<file path="config.mk">
export PLATFORM = sky130hd
export DESIGN_NAME = seg_display_decoder
export DESIGN_NICKNAME = d
export VERILOG_FILES = /design/src/rtl/seg_display_decoder.sv
export SDC_FILE = /design/constraint.sdc
export NUM_CORES = 1
export LEC_CHECK = 0
export CAP_MARGIN = 20
export CELL_PAD_IN_SITES_DETAIL_PLACEMENT = 0
export CELL_PAD_IN_SITES_GLOBAL_PLACEMENT = 1
export CORE_MARGIN = 2
export CORE_UTILIZATION = 48
export CTS_CLUSTER_SIZE = 40
export DETAILED_ROUTE_END_ITERATION = 16
export PLACE_DENSITY_LB_ADDON = 0.1
export SETUP_SLACK_MARGIN = 0.4
export SYNTH_ARGS = -nofsm -noshare
export SYNTH_HDL_FRONTEND = slang
export SYNTH_SLANG_ARGS = --single-unit
</file>
<file path="constraint.sdc">
create_clock -name clk -period 6 [get_ports clk]
set_clock_uncertainty 0.1 [all_clocks]
set_input_delay 1.5 -clock clk [delete_from_list [all_inputs] [get_ports clk]]
set_output_delay 1.5 -clock clk [all_outputs]
set_load 0.01 [all_outputs]
</file>
<file path="src/rtl/seg_display_decoder.sv">
// Seven-segment display snooper: watches a multiplexed segment/anode bus,
// debounces each slot, decodes the units and tens digits and publishes the pair.
module seg_display_decoder #(
  parameter              DISPLAY_TYPE   = "ANODE_COMMON",
  parameter int unsigned STABLE_CYCLES  = 4,
  parameter int unsigned TIMEOUT_CYCLES = 65536
) (
  input  logic       clk,
  input  logic       reset,
  input  logic       enable,
  input  logic [6:0] seg,
  input  logic [7:0] an,
  output logic [3:0] unidades,
  output logic [3:0] decenas,
  output logic       valid,
  output logic       changed,
  output logic       code_err,
  output logic       stale
);

  localparam bit          INVERT_SEG = (DISPLAY_TYPE == "ANODE_COMMON");
  localparam int unsigned SW         = 15;
  localparam int unsigned CW         = 8;
  localparam int unsigned TW         = $clog2(TIMEOUT_CYCLES + 1);

  localparam logic [CW-1:0] STABLE_MAX = CW'(STABLE_CYCLES);
  localparam logic [TW-1:0] TMO_MAX    = TW'(TIMEOUT_CYCLES);
  localparam logic [7:0]    AN_UNITS   = 8'hFE;
  localparam logic [7:0]    AN_TENS    = 8'hFD;

  logic [SW-1:0] sample_q, sample_d;
  logic [SW-1:0] prev_q, prev_d;
  logic [CW-1:0] cnt_q, cnt_d;
  logic [TW-1:0] tmo_q, tmo_d;
  logic [3:0]    pend_u_q, pend_u_d;
  logic [3:0]    pend_t_q, pend_t_d;
  logic          seen_u_q, seen_u_d;
  logic          seen_t_q, seen_t_d;
  logic [3:0]    unidades_q, unidades_d;
  logic [3:0]    decenas_q, decenas_d;
  logic          valid_q, valid_d;
  logic          changed_q, changed_d;
  logic          code_err_q, code_err_d;
  logic          stale_q, stale_d;

  logic          fire_c;
  logic          slot_u_c;
  logic          slot_t_c;
  logic          good_c;
  logic [4:0]    dec_c;

  // Lit pattern (bit6 = g .. bit0 = a) to {ok, digit}
  function automatic logic [4:0] decode_lit(input logic [6:0] lit);
    logic [4:0] r;
    case (lit)
      7'b0111111: r = {1'b1, 4'd0};
      7'b0000110: r = {1'b1, 4'd1};
      7'b1011011: r = {1'b1, 4'd2};
      7'b1001111: r = {1'b1, 4'd3};
      7'b1100110: r = {1'b1, 4'd4};
      7'b1101101: r = {1'b1, 4'd5};
      7'b1111101: r = {1'b1, 4'd6};
      7'b0000111: r = {1'b1, 4'd7};
      7'b1111111: r = {1'b1, 4'd8};
      7'b1101111: r = {1'b1, 4'd9};
      default:    r = 5'b0;
    endcase
    return r;
  endfunction

  // Sampling, debounce, slot capture, pair publish and staleness tracking
  always_comb begin
    sample_d   = sample_q;
    prev_d     = prev_q;
    cnt_d      = cnt_q;
    tmo_d      = tmo_q;
    pend_u_d   = pend_u_q;
    pend_t_d   = pend_t_q;
    seen_u_d   = seen_u_q;
    seen_t_d   = seen_t_q;
    unidades_d = unidades_q;
    decenas_d  = decenas_q;
    valid_d    = 1'b0;
    changed_d  = 1'b0;
    code_err_d = 1'b0;
    stale_d    = stale_q;
    fire_c     = 1'b0;
    good_c     = 1'b0;
    slot_u_c   = (sample_q[14:7] == AN_UNITS);
    slot_t_c   = (sample_q[14:7] == AN_TENS);
    dec_c      = decode_lit(sample_q[6:0]);

    if (enable) begin
      sample_d = {an, (INVERT_SEG ? ~seg : seg)};
      prev_d   = sample_q;

      if (sample_q != prev_q) begin
        cnt_d = CW'(1);
      end else if (cnt_q != STABLE_MAX) begin
        cnt_d = cnt_q + CW'(1);
      end

      // Capture only on the edge the counter first reaches the threshold
      fire_c     = (cnt_d == STABLE_MAX) && (cnt_q != STABLE_MAX);
      good_c     = fire_c && (slot_u_c || slot_t_c) && dec_c[4];
      code_err_d = fire_c && (slot_u_c || slot_t_c) && !dec_c[4];

      if (good_c) begin
        tmo_d = '0;
      end else if (tmo_q != TMO_MAX) begin
        tmo_d = tmo_q + TW'(1);
      end
      stale_d = (tmo_d == TMO_MAX);

      if (seen_u_q && seen_t_q) begin
        unidades_d = pend_u_q;
        decenas_d  = pend_t_q;
        valid_d    = 1'b1;
        changed_d  = ({pend_t_q, pend_u_q} != {decenas_q, unidades_q});
        seen_u_d   = 1'b0;
        seen_t_d   = 1'b0;
      end

      // A capture landing on a publish edge starts the next pair
      if (good_c && slot_u_c) begin
        pend_u_d = dec_c[3:0];
        seen_u_d = 1'b1;
      end
      if (good_c && slot_t_c) begin
        pend_t_d = dec_c[3:0];
        seen_t_d = 1'b1;
      end
    end
  end

  // State registers with synchronous reset
  always_ff @(posedge clk) begin
    if (reset) begin
      sample_q   <= '0;
      prev_q     <= '0;
      cnt_q      <= '0;
      tmo_q      <= '0;
      pend_u_q   <= '0;
      pend_t_q   <= '0;
      seen_u_q   <= 1'b0;
      seen_t_q   <= 1'b0;
      unidades_q <= '0;
      decenas_q  <= '0;
      valid_q    <= 1'b0;
      changed_q  <= 1'b0;
      code_err_q <= 1'b0;
      stale_q    <= 1'b0;
    end else begin
      sample_q   <= sample_d;
      prev_q     <= prev_d;
      cnt_q      <= cnt_d;
      tmo_q      <= tmo_d;
      pend_u_q   <= pend_u_d;
      pend_t_q   <= pend_t_d;
      seen_u_q   <= seen_u_d;
      seen_t_q   <= seen_t_d;
      unidades_q <= unidades_d;
      decenas_q  <= decenas_d;
      valid_q    <= valid_d;
      changed_q  <= changed_d;
      code_err_q <= code_err_d;
      stale_q    <= stale_d;
    end
  end

  assign unidades = unidades_q;
  assign decenas  = decenas_q;
  assign valid    = valid_q;
  assign changed  = changed_q;
  assign code_err = code_err_q;
  assign stale    = stale_q;

endmodule

</file>
==> results of run 1 <==
-- sequential cells by signal, summed over array words and instances (netlist names) --
signal    cells
seen_u_q      1
decenas       4
tmo_q        17
pend_u_q      4
pend_t_q      4
sample_q     15
stale         1
seen_t_q      1
unidades      4
cnt_q         8
changed       1
prev_q       15
valid         1
code_err      1
-- area by class of cell --
type                       instances  share of cell area (%)
clock inverter                     6                   1.628
timing repair buffer              31                   6.624
multi-input combinational        348                   50.52
sequential                        77                   34.58
tap                              105                   2.947
inverter                          10                  0.8420
clock buffer                      10                   2.863
-- stage by stage --
step	power [mW]	hold WS [ps]	utilization (%)
final	1.021	379.6	54.81
after global routing	1.068	409.7	54.81
after CTS	1.034	379.3	54.81
after detailed placement	0.6360	366.4	52.35
after global placement	0.6349	362.6	52.35
after floorplan	0.6109	345.6	-
-- layout by cell type (no fill, tap or decap), types with 4 or more instances in the layout --
cell	instances
nor3_1	9
clkbuf_8	9
nand2b_1	6
xnor2_1	25
inv_1	10
a21oi_1	16
and4_1	5
dfxtp_1	77
o311ai_0	8
clkdlybuf4s50_1	27
and3_1	7
nand4_1	19
mux2i_1	34
nand3_1	29
nor2b_1	6
ha_1	4
o21ai_0	9
or3_1	4
nand2_1	48
a211oi_1	7
nor4_1	5
nor2_1	51
xor2_1	9
-- worst max-delay path: cells and delay by family --
family                 cells  cell delay, ps
and+or+nand+nor            1             380
buffers and inverters      1             400
AOI/OAI and AO/OA          2            1170
-- worst paths after layout --
kind,start,end,cells past startpoint
worst max-delay path,reset,tmo_q[5],4
worst min-delay path,seen_t_q,seen_t_q,2
worst max register to register,cnt_q[2],tmo_q[5],6
worst min register to register,seen_t_q,seen_t_q,2
-- power by group --
group          switching, mW  internal (mW)
clock network          0.201          0.196
registers             0.0194          0.523
logic                 0.0412         0.0397
total                  0.262          0.759
-- routing by layer --
metal | up-vias | global-route usage, % | share of wire (%)
met5 | - | 0 | 0
met2 | 64 | 27.82 | 43
met4 | 0 | 7.246 | 1.3
met1 | 1480 | 28.41 | 52
li1 | 1692 | - | -
met3 | 8 | 3.478 | 3.5
-- logic make-up (layout without fill, tap and decap cells) --
group | Yosys count | count (layout)
compound gates | 63 | 63
xor+xnor | 34 | 34
fa+ha+maj | 4 | 4
buf+inv | 50 | 57
flops | 77 | 77
mux | 37 | 37
simple gates | 210 | 210
==> impl_results.md, run 1 <==
- Area after DPL: 4258 sq um
- Pre-CTS setup slack: 2307 ps
- Mux contribution to synthesized area: 9.353%
- Minimum clock period: 3332 ps
- Grt ovf: 0
- Fill count: 749
- Outcome: completed
- Worst setup margin: 2668 ps
- CP max stage cell: a41oi_2
- Max VDD drop: 0.1175 mV
- R2r setup slk: 2960 ps
- PD cells: 229.0 nW/um^2
- Vias per inst: 5.526
- Worst-Skew Late Latency: 350 ps
- Initial Utilization: 49.18%
- NumNets Final: 499
- Routed length per instance: 14.14 microns
- Max incr delay on CP: 760 ps
- Global-route wire length before repair: 13800 microns
- Share of layout cells above drive strength 1: 6.846%
- Yosys top cell by area: dfxtp_1
- Net Count, Synth: 497
- DR pass1 iterations: 4
- HP Class: reg -> reg
- Vias in the first global route: 2820
- Mapped Cells: 475
- Inst Count DP: 571
- Synth top cells by count: dfxtp_1, nor2_1, nand2_1, mux2i_1, clkbuf_1
- Setup Crit Path Kind: in -> reg
- Final Slew Violations: 0
- HPWL after detailed placement: 5734 microns
- Worst Path Required: 6140 ps
- Synth unique cells: 55
- Post-Synth Simple-Gate Area: 27.28%
- Syn Std Cell Area: 4000 sq um
- Post-DRT Antenna Nets: 0
- Final setup viols: 0
- Worst-Margin Slew: 989.0 ps
- Top FF cell, synth: dfxtp_1
- Placement Rows: 33
- Worst Setup End Kind: register
- CTS tree: yes
- Core area: 8134 sq um
- GRT Overall Usage: 19.27%
- # diodes: 0
- Slew headroom: 34.06%
- CTS Buf Count: 9
- Horiz. Die Dim: 95.29 microns
- Post-Route Setup TNS: 0 ps
- Synth Register Bits: 77
- Compound-Gate Fraction of Synth Area: 10.98%
- # hold bufs at CTS: 0
- CTS max path bufs: 2
- Critical Path AT: 3470 ps
- Adder-Cell Fraction of Synth Area: 1.251%
- Critical Path, Cell by Cell: buf_2 -> a41oi_2 -> nand2_1 -> o311ai_0
- Most frequent cell after synthesis: dfxtp_1
- Routed wire length: 8301 microns
- Avg Inst Size Synth: 8.421 sq um
- Largest net degree at the start of global routing: 59
- F_max: 0.3001 GHz
- Register area: 1541 sq um
- PortBufs: 29
- Synth warn: 0
- CP Launch Type: primary input
- Global placement routability congestion: 0.7627
- Clk slew on worst S/H paths: 90 ps
- Syn-to-layout area delta: 11.45%
- Final non-filler cell total: 587
- Num Clock Sinks: 77
- Largest family of logic cells by synthesized area: simple AND/OR/NAND/NOR gates
- Initial antenna violation count: 0
- Sequential fraction of the synthesis area: 38.54%
- Die area: 9080 sq um
- Number of max-cap violations: 0
- Final Hold Fails: 0
- # IOs: 30
- Iteration-0 DRC Markers: 209
- FFs w/ async S/R, synth: 0%
- Post-CTS Setup Bufs: 0
- Number of flops mapped to enable cells by yosys: 0
- DIE HEIGHT: 95.29 microns
- DRC Markers: 0
- Synth Area in XOR/XNOR: 7.444%
- Largest cells by area after synthesis: dfxtp_1, mux2i_1, xnor2_1, nor2_1, nand2_1
- RSZ-0062 raised after global routing: false
- CP Max Fanout: 58
- Via count: 3244
- Multi-input logic area: 2252 sq um
- Root buf cell: clkbuf_8
- LEAKAGE: 1.660 nW
- Htree depth: 3
- Period utilization: 55.54%
- Finished layout cell area: 4458 sq um
- Top cell type's share of synthesized area: 38.54%
- Post-CTS Resized: 0
(Power assumes the default switching activity.)
==> run 2: changes to the inputs <==
--- a/config.mk
+++ b/config.mk
@@ -9,7 +9,7 @@
 export CELL_PAD_IN_SITES_DETAIL_PLACEMENT = 0
 export CELL_PAD_IN_SITES_GLOBAL_PLACEMENT = 1
 export CORE_MARGIN = 2
-export CORE_UTILIZATION = 48
+export CORE_UTILIZATION = 44
 export CTS_CLUSTER_SIZE = 40
 export DETAILED_ROUTE_END_ITERATION = 16
 export PLACE_DENSITY_LB_ADDON = 0.1
==> constraint.sdc (replaced) <==
create_clock -name clk -period 3.3 [get_ports clk]
set_clock_uncertainty 0.1 [all_clocks]
set_input_delay 0.825 -clock clk [delete_from_list [all_inputs] [get_ports clk]]
set_output_delay 0.825 -clock clk [all_outputs]
set_load 0.01 [all_outputs]
==> impl_results.md, run 2 (synthesis results as in run 1) <==
- Outcome: completed
- Setup Crit Path Kind: reg -> reg
- Worst Path Required: 3480 ps
- # diodes: 0
- Critical Path AT: 2770 ps
- Post-DRT Antenna Nets: 0
- Fill count: 866
- Slew headroom: 57.12%
- HP Class: reg -> reg
- Final Slew Violations: 0
- Reg2Reg Launch Point: tmo_q[1]
- CTS Buf Count: 9
- Post-CTS Resized: 0
- Vias in the first global route: 3122
- CTS tree: yes
- Iteration-0 DRC Markers: 85
- Share of layout cells above drive strength 1: 7.819%
- PD cells: 419.3 nW/um^2
- HPWL after detailed placement: 5991 microns
- Syn-to-layout area delta: 12.48%
- Root buf cell: clkbuf_8
- Minimum clock period: 2581 ps
- R2r setup slk: 720 ps
- Post-Route Setup TNS: 0 ps
- Grt ovf: 0
- Vias per inst: 5.544
- Critical path origin: tmo_q[1]
- Global placement routability congestion: 0.8449
- RSZ-0062 raised after global routing: false
- # IOs: 30
- Global-route wire length before repair: 14790 microns
- Worst-Skew Late Latency: 350 ps
- DR pass1 iterations: 4
- Hold EP: stale
- Initial antenna violation count: 0
- Routed wire length: 8654 microns
- F_max: 0.3875 GHz
- Most frequent cells in the layout: dfxtp_1, nor2_1, nand2_1
- Hold Crit Start: stale
- Worst reg2reg path depth: 7
- Worst Setup End Kind: register
- Die area: 9869 sq um
- Hold Path Cell Cnt: 2
- Number of max-cap violations: 0
- Post-CTS Setup Bufs: 0
- # hold bufs at CTS: 0
- Largest net degree at the start of global routing: 39
- Max VDD drop: 0.2992 mV
- Final setup viols: 0
- CTS max path bufs: 2
- Largest regs: tmo_q x17, prev_q x15, sample_q x15
- Worst hold slack: 364.0 ps
- DIE HEIGHT: 99.35 microns
- Horiz. Die Dim: 99.35 microns
- DRC Markers: 0
- Final Hold Fails: 0
- LEAKAGE: 1.678 nW
- Htree depth: 3
- Most common cell after layout, fill and taps aside: dfxtp_1
- Placement Rows: 34
- Pwr Total: 1.886 mW
- CP Max Fanout: 9
- GRT Overall Usage: 18.42%
- Clk slew on worst S/H paths: 90 ps
- PortBufs: 29
- Max reg flops: 17
- Initial Utilization: 45.65%
- Period utilization: 78.20%
- Routed length per instance: 14.57 microns
- Worst-Margin Slew: 640.8 ps
- Via count: 3293
- Num Clock Sinks: 77
- NumNets Final: 503
- Biggest register: tmo_q
- Core area: 8763 sq um
- CP Launch Type: register
- Worst reg2reg endpoint: stale
[run 2: cell types whose count changed in the layout (fill, tap and decap cells not counted)]
cell        change
clkbuf_8        +1
buf_4           +4
clkinvlp_4      +2
clkbuf_1        -1
clkinv_4        -2
[run 2: stage by stage]
stage | setup WS, ps | area, sq um | cells | util, %
final | 719.4 | 4499 | 594 | 51.34
after global routing | 510.5 | 4499 | 594 | 51.34
after CTS | 712.9 | 4499 | 594 | 51.34
after detailed placement | 664.7 | 4292 | 578 | 48.97
after global placement | 736.9 | 4292 | 578 | 48.97
after floorplan | 1008 | 4000 | 475 | -
[run 2: area by class of cell]
type | count | area, sq um | share of cell area, %
Multi-Input combinational cell | 348 | 2252 | 50.06
Sequential cell | 77 | 1541 | 34.26
Timing Repair Buffer | 35 | 325.3 | 7.230
Clock buffer | 10 | 137.6 | 3.059
Tap cell | 108 | 135.1 | 3.003
Clock inverter | 6 | 70.07 | 1.557
Inverter | 10 | 37.54 | 0.8343
[run 2: routing by layer]
metal | up-vias | track usage [%] | part of all wire [%]
met4 | 0 | 5.479 | 1.1
met3 | 9 | 4.076 | 3.0
met2 | 46 | 30.46 | 48
met5 | - | 0 | 0
met1 | 1547 | 24.17 | 48
li1 | 1691 | - | -
[run 2: power breakdown]
group          switching, mW  internal [mW]
clock                  0.375          0.374
sequential            0.0337          0.951
combinational         0.0780         0.0744
[run 2: critical path, cell delays in order, from the launching register on]
cell,delay [ps]
dfxtp_1,450
ha_1,260
nand3_1,270
nor4_1,410
xnor2_1,120
or3_1,380
or4_4,420
o21ai_2,120
[run 2: worst max-delay path by stage]
stage / endpoint / depth (start not counted)
floorplan: stale / 7
global placement: tmo_q[3] / 5
detailed placement: tmo_q[9] / 5
CTS: stale / 7
global route: stale / 7
finish: stale / 7
==> run 3: changes to the inputs <==
--- a/config.mk
+++ b/config.mk
@@ -9,7 +9,7 @@
 export CELL_PAD_IN_SITES_DETAIL_PLACEMENT = 0
 export CELL_PAD_IN_SITES_GLOBAL_PLACEMENT = 1
 export CORE_MARGIN = 2
-export CORE_UTILIZATION = 44
+export CORE_UTILIZATION = 40
 export CTS_CLUSTER_SIZE = 40
 export DETAILED_ROUTE_END_ITERATION = 16
 export PLACE_DENSITY_LB_ADDON = 0.1
==> constraint.sdc (replaced) <==
create_clock -name clk -period 2.3 [get_ports clk]
set_clock_uncertainty 0.1 [all_clocks]
set_input_delay 0.575 -clock clk [delete_from_list [all_inputs] [get_ports clk]]
set_output_delay 0.575 -clock clk [all_outputs]
set_load 0.01 [all_outputs]
==> impl_results.md, run 3 (synthesis results as in run 1) <==
- Setup Crit Path Kind: reg -> reg
- Clock share of power: 37.6%
- Number of max-cap violations: 0
- Switch share: 26.12%
- Die area: 10820 sq um
- Inst Count DP: 642
- Initial antenna violation count: 0
- Max reg flops: 17
- Finished layout cell area: 5500 sq um
- Core area: 9729 sq um
- Initial Utilization: 41.11%
- Share of layout cells above drive strength 1: 32.17%
- Global placement routability congestion: 0.7976
- Worst reg2reg path depth: 6
- Final Slew Violations: 0
- DR top layer: met4
- Final Hold Fails: 0
- Final non-filler cell total: 677
- Worst-Skew Late Latency: 350 ps
- Switching power: 0.7269 mW
- Area after DPL: 4696 sq um
- Global-route wire length before repair: 17130 microns
- Num Clock Sinks: 77
- Htree depth: 3
- Period utilization: 97.94%
- Iteration-0 DRC Markers: 155
- Routed length per instance: 15.40 microns
- LEAKAGE: 2.208 nW
- Final setup viols: 0
- Largest net degree at the start of global routing: 52
- Critical Path AT: 2440 ps
- Reg power frac: 50.9%
- Minimum clock period: 2253 ps
- Fill count: 935
- Hold Path Cell Cnt: 2
- WL met3: 329 microns
- Outcome: completed
- Placement Rows: 36
- Grt ovf: 0
- Root buf cell: clkbuf_8
- # diodes: 0
- DIE HEIGHT: 104 microns
- Worst Path Required: 2490 ps
- Most frequent cells in the layout: dfxtp_1, buf_4, nor2_1
- HPWL after detailed placement: 6769 microns
- GRT Overall Usage: 19.26%
- RSZ-0062 raised after global routing: true
- Most common cell after layout, fill and taps aside: dfxtp_1
- Worst setup margin: 47.49 ps
- Slew headroom: 53.53%
- Worst-Margin Slew: 694.5 ps
- Met2 routed WL: 5179 microns
- CTS max path bufs: 2
- CTS tree: yes
- PD cells: 505.9 nW/um^2
- HP Class: reg -> reg
- Largest regs: tmo_q x17, prev_q x15, sample_q x15
- # IOs: 30
- Routed wire length: 10430 microns
- F_max: 0.4440 GHz
- Biggest register: tmo_q
- # hold bufs at CTS: 0
- CTS Buf Count: 9
- DR pass1 iterations: 4
- Internal power: 2.056 mW
- Vias in the first global route: 3438
- Combinational power share: 11.5%
- PortBufs: 29
- Multi-input logic area: 2715 sq um
- NumNets Final: 562
- Wl on met1: 4795 microns
- CP Launch Type: register
- Worst Setup End Kind: register
- Horiz. Die Dim: 104 microns
- DRC Markers: 0
- Syn-to-layout area delta: 37.50%
- Register area: 1588 sq um
- Clk slew on worst S/H paths: 80 ps
- CP Max Fanout: 3
- Post-DRT Antenna Nets: 0
- Worst hold slack: 359.3 ps
- Max VDD drop: 0.3117 mV
- Pre-CTS setup slack: 37.98 ps
- Via count: 3686
- Vias per inst: 5.445
-- run 3: cell count changes in the layout (fill, tap and decap cells not counted), sizes merged --
cell           before  now
clkdlybuf4s50      27   15
clkinvlp            3    0
inv                11   10
clkinv              1    4
nand2              48   49
dlymetal6s2s        0    3
buf                 8   66
dlygate4sd2         0    9
-- run 3: power by group through the flow --
stage	Combinational (mW)	Clock [mW]	Sequential [mW]
2_1_floorplan	0.198	0	1.42
3_3_place_gp	0.253	0	1.44
3_5_place_dp	0.256	0	1.44
4_1_cts	0.290	1.08	1.41
5_1_grt	0.349	1.13	1.42
6_report	0.320	1.05	1.42
-- run 3: critical path: stages (launching register included) --
cell and delay (ps):
dfxtp_2 340, or3_4 390, or4_4 510, nor3_4 190, mux2i_1 120, or4_4 420
o21ai_2 130
-- run 3: through the flow --
step	utilization (%)	setup TNS [ps]	total power, mW
floorplan	-	0	1.616
global placement	48.26	0	1.696
detailed placement	48.26	0	1.701
CTS	53.38	0	2.783
global route	56.53	-30.34	2.896
finish	56.53	0	2.783
-- run 3: final cells by class --
cell class              instances  area share, %
inverters                      10         0.6824
repair buffers                 93          14.44
well taps                     133          3.025
flip-flops and latches         77          28.87
clock inverters                 5          1.115
multi-input cells             349          49.36
clock buffers                  10          2.502
-- run 3: final timing paths --
kind                            startpoint     to  slack [ps]
worst max-delay path              tmo_q[7]  stale          50
worst min-delay path                 stale  stale         360
worst max register to register    tmo_q[7]  stale          50
worst min register to register       stale  stale         360
-- run 3: what timing repair did --
item                                    in CTS  in global routing
endpoints found under the setup margin      45                 40
buffers inserted                             7                 10
pin swaps                                   23                 24
resized for setup                           81                 52
cloned                                       3                  0
-- run 3: layer usage --
metal / global-route usage (%) / up-vias
li1: - / 1819
met1: 24.34 / 1798
met2: 33.04 / 59
met3: 4.887 / 10
met4: 4.344 / 0
met5: 0 / -
